==> src/rtl/lcd_timing_pkg.sv <==
// rtl/lcd_timing_pkg.sv - LCD timing defaults, scan FSM states, RGB565 field slices, test-bar colours
package lcd_timing_pkg;

    localparam int H_ACTIVE_DEF     = 480;
    localparam int H_FP_DEF         = 8;
    localparam int H_SYNC_DEF       = 4;
    localparam int H_BP_DEF         = 39;
    localparam int V_ACTIVE_DEF     = 272;
    localparam int V_FP_DEF         = 4;
    localparam int V_SYNC_DEF       = 4;
    localparam int V_BP_DEF         = 12;
    localparam int SYNC_ACT_LOW_DEF = 1;

    localparam int CNT_W = 10;

    typedef enum logic [1:0] {
        IDLE  = 2'd0,
        RUN   = 2'd1,
        DRAIN = 2'd2
    } scan_state_e;

    localparam int R_MSB = 15;
    localparam int R_LSB = 11;
    localparam int G_MSB = 10;
    localparam int G_LSB = 5;
    localparam int B_MSB = 4;
    localparam int B_LSB = 0;

    // white, yellow, cyan, green, magenta, red, blue, black
    localparam logic [15:0] BAR_COLOUR [8] = '{
        16'hFFFF, 16'hFFE0, 16'h07FF, 16'h07E0,
        16'hF81F, 16'hF800, 16'h001F, 16'h0000
    };

    function automatic logic [15:0] bar_colour(input logic [2:0] idx);
        return BAR_COLOUR[idx];
    endfunction

endpackage

==> src/rtl/lcd_scan_counter.sv <==
// rtl/lcd_scan_counter.sv - horizontal/vertical scan counters with wrap and region decode
module lcd_scan_counter
    import lcd_timing_pkg::*;
#(
    parameter int H_ACTIVE = H_ACTIVE_DEF,
    parameter int H_FP     = H_FP_DEF,
    parameter int H_SYNC   = H_SYNC_DEF,
    parameter int H_BP     = H_BP_DEF,
    parameter int V_ACTIVE = V_ACTIVE_DEF,
    parameter int V_FP     = V_FP_DEF,
    parameter int V_SYNC   = V_SYNC_DEF,
    parameter int V_BP     = V_BP_DEF
) (
    input  logic       clk,
    input  logic       rst_n,
    input  logic       run,
    output logic [8:0] h_pos,
    output logic [8:0] v_pos,
    output logic       visible,
    output logic       hsync_act,
    output logic       vsync_act,
    output logic       at_origin,
    output logic       frame_last
);

    localparam int H_TOTAL = H_ACTIVE + H_FP + H_SYNC + H_BP;
    localparam int V_TOTAL = V_ACTIVE + V_FP + V_SYNC + V_BP;

    localparam logic [CNT_W-1:0] CNT_ONE = CNT_W'(1);
    localparam logic [CNT_W-1:0] H_LAST  = CNT_W'(H_TOTAL - 1);
    localparam logic [CNT_W-1:0] V_LAST  = CNT_W'(V_TOTAL - 1);
    localparam logic [CNT_W-1:0] H_VIS   = CNT_W'(H_ACTIVE);
    localparam logic [CNT_W-1:0] V_VIS   = CNT_W'(V_ACTIVE);
    localparam logic [CNT_W-1:0] HS_BEG  = CNT_W'(H_ACTIVE + H_FP);
    localparam logic [CNT_W-1:0] HS_END  = CNT_W'(H_ACTIVE + H_FP + H_SYNC);
    localparam logic [CNT_W-1:0] VS_BEG  = CNT_W'(V_ACTIVE + V_FP);
    localparam logic [CNT_W-1:0] VS_END  = CNT_W'(V_ACTIVE + V_FP + V_SYNC);

    logic [CNT_W-1:0] h_cnt_q, h_cnt_d;
    logic [CNT_W-1:0] v_cnt_q, v_cnt_d;
    logic             h_last, v_last;

    always_comb begin
        h_last  = (h_cnt_q == H_LAST);
        v_last  = (v_cnt_q == V_LAST);
        h_cnt_d = h_cnt_q;
        v_cnt_d = v_cnt_q;
        if (!run) begin
            h_cnt_d = '0;
            v_cnt_d = '0;
        end else if (h_last) begin
            h_cnt_d = '0;
            v_cnt_d = v_last ? '0 : v_cnt_q + CNT_ONE;
        end else begin
            h_cnt_d = h_cnt_q + CNT_ONE;
        end
    end

    always_ff @(posedge clk or negedge rst_n) begin
        if (!rst_n) begin
            h_cnt_q <= '0;
            v_cnt_q <= '0;
        end else begin
            h_cnt_q <= h_cnt_d;
            v_cnt_q <= v_cnt_d;
        end
    end

    // VSYNC decodes from the line count alone, so its edges fall on h = 0.
    assign h_pos      = h_cnt_q[8:0];
    assign v_pos      = v_cnt_q[8:0];
    assign visible    = (h_cnt_q < H_VIS) && (v_cnt_q < V_VIS);
    assign hsync_act  = (h_cnt_q >= HS_BEG) && (h_cnt_q < HS_END);
    assign vsync_act  = (v_cnt_q >= VS_BEG) && (v_cnt_q < VS_END);
    assign at_origin  = (h_cnt_q == '0) && (v_cnt_q == '0);
    assign frame_last = h_last && v_last;

endmodule

==> src/rtl/lcd_timing_gen.sv <==
// rtl/lcd_timing_gen.sv - 480x272 RGB565 LCD timing generator; LCD_TESTPAT_EN adds colour-bar test pattern
module lcd_timing_gen
    import lcd_timing_pkg::*;
#(
    parameter int H_ACTIVE     = H_ACTIVE_DEF,
    parameter int H_FP         = H_FP_DEF,
    parameter int H_SYNC       = H_SYNC_DEF,
    parameter int H_BP         = H_BP_DEF,
    parameter int V_ACTIVE     = V_ACTIVE_DEF,
    parameter int V_FP         = V_FP_DEF,
    parameter int V_SYNC       = V_SYNC_DEF,
    parameter int V_BP         = V_BP_DEF,
    parameter int SYNC_ACT_LOW = SYNC_ACT_LOW_DEF
) (
    input  logic        PixelClk,
    input  logic        nRST,
    input  logic        en,
    input  logic [15:0] pix_rgb,
    input  logic        test_mode,
    output logic        pix_req,
    output logic [8:0]  pix_x,
    output logic [8:0]  pix_y,
    output logic        frame_start,
    output logic        busy,
    output logic        LCD_HSYNC,
    output logic        LCD_VSYNC,
    output logic        LCD_DEN,
    output logic [4:0]  LCD_R,
    output logic [5:0]  LCD_G,
    output logic [4:0]  LCD_B
);

    localparam logic SYNC_IDLE = (SYNC_ACT_LOW != 0);

    scan_state_e state_q, state_d;
    logic        busy_q, busy_d;

    logic       pix_req_q, pix_req_d;
    logic [8:0] pix_x_q, pix_x_d;
    logic [8:0] pix_y_q, pix_y_d;
    logic       frame_start_q, frame_start_d;
    logic       hs1_q, hs1_d;
    logic       vs1_q, vs1_d;

    logic        den_q, den_d;
    logic [15:0] rgb_q, rgb_d;
    logic        hsync_q, hsync_d;
    logic        vsync_q, vsync_d;

    logic       scanning;
    logic [8:0] h_pos, v_pos;
    logic       visible, hsync_act, vsync_act, at_origin, frame_last;
    logic       use_bar;

    assign scanning = (state_q != IDLE);

    lcd_scan_counter #(
        .H_ACTIVE (H_ACTIVE),
        .H_FP     (H_FP),
        .H_SYNC   (H_SYNC),
        .H_BP     (H_BP),
        .V_ACTIVE (V_ACTIVE),
        .V_FP     (V_FP),
        .V_SYNC   (V_SYNC),
        .V_BP     (V_BP)
    ) u_scan (
        .clk        (PixelClk),
        .rst_n      (nRST),
        .run        (scanning),
        .h_pos      (h_pos),
        .v_pos      (v_pos),
        .visible    (visible),
        .hsync_act  (hsync_act),
        .vsync_act  (vsync_act),
        .at_origin  (at_origin),
        .frame_last (frame_last)
    );

`ifdef LCD_TESTPAT_EN
    assign use_bar = test_mode;
`else
    logic unused_test_mode;
    assign unused_test_mode = test_mode;
    assign use_bar          = 1'b0;
`endif

    always_comb begin
        state_d = state_q;
        case (state_q)
            IDLE:    if (en) state_d = RUN;
            RUN:     if (!en) state_d = DRAIN;
            DRAIN: begin
                if (en)              state_d = RUN;
                else if (frame_last) state_d = IDLE;
            end
            default: state_d = IDLE;
        endcase
        busy_d = (state_d != IDLE);

        pix_req_d     = scanning && visible;
        pix_x_d       = pix_req_d ? h_pos : '0;
        pix_y_d       = pix_req_d ? v_pos : '0;
        frame_start_d = at_origin && (state_q == RUN);
        hs1_d         = scanning && hsync_act;
        vs1_d         = scanning && vsync_act;

        // The source answers combinationally from pix_x/pix_y; the pin register is the one-cycle latency.
        den_d   = pix_req_q;
        rgb_d   = '0;
        if (pix_req_q) begin
            rgb_d = use_bar ? bar_colour(pix_x_q[8:6]) : pix_rgb;
        end
        hsync_d = hs1_q ? ~SYNC_IDLE : SYNC_IDLE;
        vsync_d = vs1_q ? ~SYNC_IDLE : SYNC_IDLE;
    end

    always_ff @(posedge PixelClk or negedge nRST) begin
        if (!nRST) begin
            state_q       <= IDLE;
            busy_q        <= 1'b0;
            pix_req_q     <= 1'b0;
            pix_x_q       <= '0;
            pix_y_q       <= '0;
            frame_start_q <= 1'b0;
            hs1_q         <= 1'b0;
            vs1_q         <= 1'b0;
            den_q         <= 1'b0;
            rgb_q         <= '0;
            hsync_q       <= SYNC_IDLE;
            vsync_q       <= SYNC_IDLE;
        end else begin
            state_q       <= state_d;
            busy_q        <= busy_d;
            pix_req_q     <= pix_req_d;
            pix_x_q       <= pix_x_d;
            pix_y_q       <= pix_y_d;
            frame_start_q <= frame_start_d;
            hs1_q         <= hs1_d;
            vs1_q         <= vs1_d;
            den_q         <= den_d;
            rgb_q         <= rgb_d;
            hsync_q       <= hsync_d;
            vsync_q       <= vsync_d;
        end
    end

    assign busy        = busy_q;
    assign pix_req     = pix_req_q;
    assign pix_x       = pix_x_q;
    assign pix_y       = pix_y_q;
    assign frame_start = frame_start_q;
    assign LCD_DEN     = den_q;
    assign LCD_HSYNC   = hsync_q;
    assign LCD_VSYNC   = vsync_q;
    assign LCD_R       = rgb_q[R_MSB:R_LSB];
    assign LCD_G       = rgb_q[G_MSB:G_LSB];
    assign LCD_B       = rgb_q[B_MSB:B_LSB];

endmodule

==> config.mk <==
export PLATFORM = sky130hd
export DESIGN_NAME = lcd_timing_gen
export DESIGN_NICKNAME = d
export VERILOG_FILES = /design/src/rtl/lcd_timing_pkg.sv /design/src/rtl/lcd_scan_counter.sv /design/src/rtl/lcd_timing_gen.sv
export SDC_FILE = /design/constraint.sdc
export NUM_CORES = 1
export LEC_CHECK = 0
export CAP_MARGIN = 20
export CORE_UTILIZATION = 45
export DETAILED_ROUTE_END_ITERATION = 10
export PLACE_DENSITY = 0.76
export SLEW_MARGIN = 20
export SYNTH_ARGS = -nofsm -noshare
export SYNTH_HDL_FRONTEND = slang
export SYNTH_SLANG_ARGS = --single-unit
==> constraint.sdc <==
create_clock -name PixelClk -period 1.5 [get_ports PixelClk]
set_input_delay 0.3 -clock PixelClk [delete_from_list [all_inputs] [get_ports PixelClk]]
set_output_delay 0.3 -clock PixelClk [all_outputs]
set_load 0.01 [all_outputs]
== Word-level counts from Yosys, hierarchy flattened ==
Index checks and enable logic that the tools add are counted.
Widths: inputs -> output; s select.
Word-level totals
  register bits after elaboration: 64
  input port bits: 20
  output and inout bits: 40
  word-level logic and storage cells: 56
Cells by class
  add/subtract/negate cells: 2
  $lt $le $gt $ge: 6
  equal/unequal tests: 5
  mux-type cells: 15
  reduce and logical (&&, ||, !) cells: 14
Operator list (count)
  $mux 10: 5
  $lt 10x9->1 const B: 4
  $add 10x1->10 const B: 2
  $ge 10x9->1 const B: 2
  $logic_not 10->1: 2
  $mux 9: 2
  $mux 16: 1
  $eq 10x10->1 const B: 1
  $eq 10x9->1 const B: 1
  $logic_and 1x1->1: 9
  $mux 2: 4
  $pmux 2 s3: 1
  $reduce_bool 2->1: 2
  $eq 2x1->1 const B: 1
  $eq 2x2->1 const B: 1
  $logic_not 2->1: 1
  $mux 1: 2
  $ne 2x1->1 const B: 1

== Logic depth before layout (Yosys ltp) ==
Gate-level depths: netlist of run 1.
  depth after elaboration: 6
  mapped depth: 6
  gate-level depth less buffers: 6

== Modules after synthesis ==
From an unflattened synthesis of run 1, not the netlist that was laid out.
Unflattened totals
  cell total of the unflattened synthesis: 245
  area, all modules: 2835.2 um^2
By module, submodules not included
  lcd_timing_gen: times used 1, cells each 95, area each 1461.4 um^2, seq. area each 1103.6 um^2
  lcd_scan_counter: times used 1, cells each 150, area each 1373.8 um^2, seq. area each 500.5 um^2

== Worst setup path after synthesis of run 1 ==
OpenSTA, ideal clock, no wires.
  path kind: reg2reg
  start point: reg u_scan.v_cnt_q[2]
  end point: reg u_scan.v_cnt_q[5]
  library setup time: 0.121 ns
  data arrival time: 1.392 ns
  data required time: 1.379 ns
  setup slack: -0.013 ns
  cell stages (with the launch flop): 6
  buffers on the path: 1
  period minus slack after synthesis: 1.513 ns
  cell sequence: dfrtp_1 -> buf_2 -> nor4_4 -> a41o_2 -> o21ai_0 -> a22o_1
On the way
  longest elaborated chain between the ends: 4
  elaborated cells between the ends (all ways): 5
  classes of those cells: 1 x add/sub; 1 x eq/ne; 3 x mux
RTL lines
  start: declaration: line lcd_scan_counter.sv:40  | logic [CNT_W-1:0] v_cnt_q, v_cnt_d;
  start signal: assignment: line lcd_scan_counter.sv:65  | v_cnt_q <= v_cnt_d;
  $add 10x1->10 or $eq 10x9->1 (tied branches): line lcd_scan_counter.sv:53, lcd_scan_counter.sv:45
  $mux 10 (*): line lcd_scan_counter.sv:53  | v_cnt_d = v_last ? '0 : v_cnt_q + CNT_ONE;
  $mux 10 (*): line lcd_scan_counter.sv:51  | end else if (h_last) begin
  $mux 10 (*): line lcd_scan_counter.sv:48  | if (!run) begin
Mark *: on every way between the ends. The rest lies on a longest branch, timed or not. The select of a mux whose other input is x is not followed.
A chain may end at the register's enable or synchronous reset.

== Final worst setup path of run 1 ==
  start point: reg u_scan.h_cnt_q[8]
  end point: reg u_scan.v_cnt_q[3]
On the way
  longest elaborated chain between the ends: 2
RTL lines
  start: declaration: line lcd_scan_counter.sv:39  | logic [CNT_W-1:0] h_cnt_q, h_cnt_d;
  start signal: assignment: line lcd_scan_counter.sv:64  | h_cnt_q <= h_cnt_d;
  $eq 10x10->1: line lcd_scan_counter.sv:44  | h_last = (h_cnt_q == H_LAST);
  $ne 2x1->1 (no line)
No other way between the ends.

==> results of run 1 <==
-- metrics by stage --
| step | setup TNS [ns] | utilization, % | std cells |
|---|---|---|---|
| finish | -1.355 | 73.27 | 409 |
| global route | -3.936 | 73.27 | 409 |
| CTS | -0.6271 | 67.97 | 400 |
| detailed placement | -0.5153 | 63.66 | 382 |
| global placement | -0.07491 | 63.66 | 382 |
| floorplan | 0 | - | 222 |
-- worst reg2reg max path: stages, from the launching register on --
cell and delay [ns]:
dfrtp_1 0.43, nor4_4 0.35, buf_4 0.20, nand3_4 0.08
buf_6 0.16, o211ai_1 0.19, o31ai_2 0.10
-- cells by family (layout without fill, tap and decap cells) --
logic type / Yosys count / count (layout) / synth area share, %
AND/OR/NAND/NOR: 100 / 100 / 22.78
flip-flops: 64 / 64 / 61.11
AO/OA/AOI/OAI: 27 / 27 / 7.197
buffers and inverters: 17 / 132 / 3.432
XOR/XNOR: 7 / 7 / 2.336
adder cells (fa/ha/maj): 5 / 5 / 2.383
multiplexers: 2 / 2 / 0.7627
-- cell type report --
| class | count | area share, % |
|---|---|---|
| clock buffers | 12 | 3.799 |
| clock inverters | 3 | 1.593 |
| inverters | 8 | 0.8578 |
| multi-input cells | 141 | 25.83 |
| flip-flops and latches | 64 | 39.28 |
| well taps | 72 | 2.206 |
| repair buffers | 109 | 26.44 |
-- power by group through the flow --
stage	registers, W	logic, W	clock network, W
final	0.00188	0.000772	0.00161
after global routing	0.00189	0.000841	0.00175
after CTS	0.00187	0.000654	0.00165
after detailed placement	0.00190	0.000648	0
after global placement	0.00190	0.000634	0
after floorplan	0.00195	0.000253	0
-- state kept, by name, summed over array words and instances (netlist names), 2 cells and up --
signal	flops
state_q	2
pix_x	9
rgb_q	16
pix_y	9
u_scan.v_cnt_q	10
u_scan.h_cnt_q	10
-- synth_stat cells, types with 3 or more instances --
cell type	number	area share (%)
nand2_1	7	1.0
nor3_1	7	1.3
nor4_1	5	1.2
ha_1	5	2.4
clkbuf_1	3	0.43
o21ai_0	9	1.7
nor2_1	18	2.6
nand3_1	6	1.1
and2_1	35	8.3
nand4_1	4	0.95
and3_1	3	0.72
xnor2_1	5	1.7
inv_1	8	1.1
or3_1	4	0.95
buf_6	3	1.3
dfrtp_1	62	59
a22o_1	4	1.3
o211ai_1	3	0.86
-- routing by layer --
metal | track usage, % | vias up
met5 | 0 | -
met2 | 34.74 | 100
met1 | 25.17 | 1049
met4 | 8.148 | 0
met3 | 6.744 | 9
li1 | - | 983
-- path summary, 6_finish.rpt --
kind / from / endpoint / slack (ns) / depth (start not counted)
setup / recovery: u_scan.h_cnt_q[8] / u_scan.v_cnt_q[3] / -0.14 / 6
hold / removal: vs1_q / LCD_VSYNC / 0.35 / 1
setup reg to reg: u_scan.h_cnt_q[8] / u_scan.v_cnt_q[3] / -0.14 / 6
hold reg to reg: vs1_q / LCD_VSYNC / 0.35 / 1
max in group asynchronous: nRST / LCD_HSYNC / 0.48 / 3
min in group asynchronous: nRST / rgb_q[0] / 0.44 / 2
-- repair_timing --
action                     in CTS  in global routing
hold endpoints to repair       14                  0
buffers inserted                1                  8
hold buffers                    1                  0
pin swaps                       2                 26
setup endpoints to repair      40                 64
cloned                          1                  1
gates resized for setup        22                 73
==> metrics, run 1 <==
status=complete, but fails checks; failing checks=negative setup slack; FFs w/ async S/R, synth=100.0%; final setup margin=-0.1369 ns; footprint of the multi-input gates=0.001055 mm2; Die X=78.38 um; ys flop type=dfrtp_1; post-route cell area=0.004084 mm2; die area=0.006143 mm2; Clock Tree Root=clkbuf_8; Tcrit/Tclk final=109.1%; relative slew slack=70.51%; register bit count reported by yosys=64; total count of hold-check failures in the final report=0; P&R area growth vs syn=55.58%; cells after synthesis=222; met3 wire len=406 um; DRT Pass-1 Iters=4; total power=0.004269 W; setup slack at placement=-0.08597 ns; WP data required=between 1.5 and 2 ns; Initial Util=47.09%; slowest stage delay, CP=0.43 ns; DR vias=2,141; Clock Path Buffers=2; Top Layer Used=met4; routed length on met1=2676 um; # rows=27; crit path time final=1.637 ns; first-pass GRT wire length=9501 um; Peak Freq=610.9 MHz; clk slew on worst S/H paths=0.06 ns; Remaining DRCs=0; TritonCTS clock tree=done; CTS buffer count=9; Post-synth EDFFs=0; Slew @ Worst Pin=between 0.4 and 0.5 ns; leakage=2.200 nW; Skew-Pair Late Insertion Delay=~0.33 ns; max_cap viols=0; Slowest-stage cell, CP=dfrtp_1; Crit path max-delay family=flip-flops; placer congestion estimate=0.8284; maximum ir drop on the vdd rail=592.9 uV; final count of pins violating max slew=0; antenna-violating nets left=0; crit-path cells=nor4_4, buf_4, nand3_4, buf_6, o211ai_1, o31ai_2; # nets final=358; total area of sequential cells=0.001604 mm2; mapped cell area=0.002625 mm2; PwrDens=approximately 1000 mW/mm2; number of top-level pins=60; placed cell area=0.003548 mm2; CTS sink cnt=64; layout cell share with drive strength beyond 1=about 30%; Core Area=~0.0056 mm2; fillcell total=~340; Crit. End Element=flop; RSZ-0062 raised after global routing=true; crit path kind=flop to flop; Comb power frac=18.1%; grt total ovfl=0; initial antenna violation count=0; Arrival @ worst endpoint=1.84 ns; Cell Int Power=0.003257 W; largest net degree at the start of global routing=31; synth unique cells=39; H-tree Lvls=3; metal2 WL=3420 um; commonest cells after routing, fill and taps aside=dfrtp_1, buf_4, and2_1; Avg Vias per Cell=5.235; worst path buffer plus inverter count=2; sw power=0.001012 W; Die Y=78.38 um; switching share of power=23.71%; routed len/inst=16.12 um; CP Max Fanout=4; post-synthesis net count=247; Syn. warnings=0; syn_area_per_cell=11.82 um2; Max Clock Skew=0.003540 ns; ant diodes=0; Buffers on Ports=58; Flop pwr share=44.1%; Setup crit start kind=flop; register area share after synthesis=61.11%; HP Class=flop to flop; HPWL after DPL=4010 um; clock power share=37.8%; most common cell after layout, fill and taps aside=dfrtp_1; Hold WS=roughly 0.35 ns; GRT Total Usage=20.89%; initial DRC count=179; final wirelength=approximately 6600 um; setup violators final=25; vias in the first global route=about 2,000
No activity file was read; power rests on OpenSTA's default activity.
==> run 2, diff against run 1 <==
--- a/config.mk
+++ b/config.mk
@@ -6,8 +6,10 @@
 export NUM_CORES = 1
 export LEC_CHECK = 0
 export CAP_MARGIN = 20
+export CORE_MARGIN = 2
 export CORE_UTILIZATION = 45
 export DETAILED_ROUTE_END_ITERATION = 10
+export GPL_ROUTABILITY_DRIVEN = 0
 export PLACE_DENSITY = 0.76
 export SLEW_MARGIN = 20
 export SYNTH_ARGS = -nofsm -noshare
==> run 2 against run 1 <==
  * The flow still finishes with violations (negative setup slack)
  * Global-route usage shrank 1.7 points
  * Wire length shrank 7.0%
  * Register-to-register slack gained 0.03 ns
  * Clock skew grew 0.0030 ns
  * Power shrank 4.7%
  * Worst hold slack gained 0.010 ns
  * Combinational power shrank 8.0%
  * Clock power shrank 8%
  * Sequential power is essentially flat
  * Via count shrank 3.5%
  * First-iteration DRC count shrank 53%
  * Count of clock-buffer cells in the layout grew 1
  * Critical endpoint is now u_scan.v_cnt_q[4]
==> metrics, run 2 (synthesized netlist as in run 1, its figures left out) <==
Buffers on Ports=58 (unchanged); GR Util met2=30.58% (-4.2 points); Crit path max-delay family=simple AND/OR/NAND/NOR gates; Hold WS=0.3584 ns (+0.01029 ns); Clock Path Buffers=2 (unchanged); routed len/inst=15.18 um (-5.9%); crit path kind=flop to flop; most common cell after layout, fill and taps aside=dfrtp_1; vias in the first global route=1,941 (-2.8%); HP Class=flop to flop; setup slack at placement=-0.06857 ns (+0.01740 ns); largest registers=rgb_q: 16 flops, u_scan.h_cnt_q: 10 flops, u_scan.v_cnt_q: 10 flops; Initial Util=47.09% (unchanged); Finished Layout Cells=404 (-1.2%); final wirelength=6131 um (-7.0%); initial DRC count=85 (-53%); antenna-violating nets left=0 (unchanged); leakage=2.013 nW (-8.5%); total count of hold-check failures in the final report=0 (unchanged); Setup crit start kind=flop; failing checks=negative setup slack; status=complete, but fails checks; layout cell share with drive strength beyond 1=27.71% (-2.3 points); # nets final=352 (-1.7%); total area of sequential cells=0.001604 mm2 (unchanged); Cells after DPL=381 (-0.26%); Crit. End Element=flop; GRT Total Usage=19.18% (-1.7 points); H-tree Lvls=3 (unchanged); CP Max Fanout=3 (-1); crit-path cells=nor4_4, buf_4, nand4_4, or3_4, a21oi_2; relative slew slack=73.75% (+3.2 points); Die X=80.38 um (+2.6%); largest net degree at the start of global routing=22 (-29%); ant diodes=0 (unchanged); CTS buffer count=9 (unchanged); Core Area=0.005574 mm2 (unchanged); RSZ-0062 raised after global routing=true; busiest grt layer=met2; CTS sink cnt=64 (unchanged); Tcrit/Tclk final=107.1% (-2.1 points); number of top-level pins=60 (unchanged); PwrDens=1035 mW/mm2 (-1.0%); Clock Tree Root=clkbuf_8; grt total ovfl=0 (unchanged); crit path time final=1.606 ns (-0.03079 ns); Skew-Pair Late Insertion Delay=0.34 ns (about the same); slowest stage delay, CP=0.42 ns (about the same); met3 Track Usage GR=7.079% (+0.33 points); setup violators final=18 (-28%); HPWL after DPL=4126 um (+2.9%); WP data required=1.77 ns (+0.06 ns); final setup margin=-0.1061 ns (+0.03079 ns); worst path buffer plus inverter count=1 (-1); P&R area growth vs syn=49.76%; footprint of the multi-input gates=0.001051 mm2 (-0.36%); DR vias=2,067 (-3.5%); Die Y=80.38 um (+2.6%); maximum ir drop on the vdd rail=445.7 uV (-25%); DRT Pass-1 Iters=4 (unchanged); first-pass GRT wire length=9211 um (-3.1%); initial antenna violation count=0 (unchanged); Max Clock Skew=0.006517 ns (+0.002976 ns); Slew @ Worst Pin=0.3938 ns (-0.04865 ns); Peak Freq=622.6 MHz (+1.9%); final count of pins violating max slew=0 (unchanged); # rows=27 (unchanged); total power=0.004067 W (-4.7%); final core occ=70.53% (-2.7 points); Avg Vias per Cell=5.116 (-2.3%); GR Layer Usage met1=24.52% (-0.65 points); Remaining DRCs=0 (unchanged); max_cap viols=0 (unchanged); Arrival @ worst endpoint=1.87 ns (+0.03 ns); Slowest-stage cell, CP=dfrtp_1; fillcell total=385 (+14%); clk slew on worst S/H paths=0.06 ns (about the same); max reg flops=16 (unchanged); TritonCTS clock tree=done; die area=0.006460 mm2 (+5.2%); commonest cells after routing, fill and taps aside=dfrtp_1, buf_4, and2_1; largest reg by FF count=rgb_q
## run 2: final timing paths
| kind | cells past startpoint | slack (ns) | endpoint | startpoint |
|---|---|---|---|---|
| worst max-delay path | 5 | -0.11 | u_scan.v_cnt_q[4] | u_scan.h_cnt_q[8] |
| worst max register to register | 5 | -0.11 | u_scan.v_cnt_q[4] | u_scan.h_cnt_q[8] |
| min in group asynchronous | 2 | 0.41 | pix_y[8] | nRST |
| worst min-delay path | 1 | 0.36 | LCD_VSYNC | vs1_q |
| max in group asynchronous | 3 | 0.57 | u_scan.h_cnt_q[6] | nRST |
| worst min register to register | 1 | 0.36 | LCD_VSYNC | vs1_q |
## run 2: report_power, final
group | internal (W) | total, W | leakage [nW] | switching, W
clock | 0.000856 | 0.00148 | 0.0996 | 0.000626
sequential | 0.00183 | 0.00187 | 0.848 | 0.0000469
combinational | 0.000367 | 0.000710 | 1.07 | 0.000342
## run 2: final cells by class
type                            instances  share of cell area, %
Clock buffer                           13                  4.042
Clock inverter                          3                  1.082
Inverter                                8                 0.7638
Multi-Input combinational cell        141                  26.73
Sequential cell                        64                  40.80
Tap cell                               72                  2.292
Timing Repair Buffer                  103                  24.28
## run 2: per-layer routing
metal  part of all wire, %  vias to the layer above
met5                     0                        -
met4                   1.0                        0
met3                   7.6                       10
met2                    49                       78
met1                    42                     1004
li1                      -                      975
## run 2: metrics by stage
step	TNS, ns	area [um2]
2_1_floorplan	0	2625
5_1_grt	-3.082	3931
3_3_place_gp	-0.1178	3541
4_1_cts	-0.4166	3722
3_5_place_dp	-0.3132	3541
6_report	-1.175	3931
## run 2: repair_timing
item / in CTS / in global routing
resized for setup: 30 / 51
setup endpoints to repair: 43 / 52
endpoints found under the hold margin: 10 / 0
pin swaps: 0 / 20
gates cloned: 0 / 2
buffers inserted: 0 / 4
hold buffers: 1 / 0
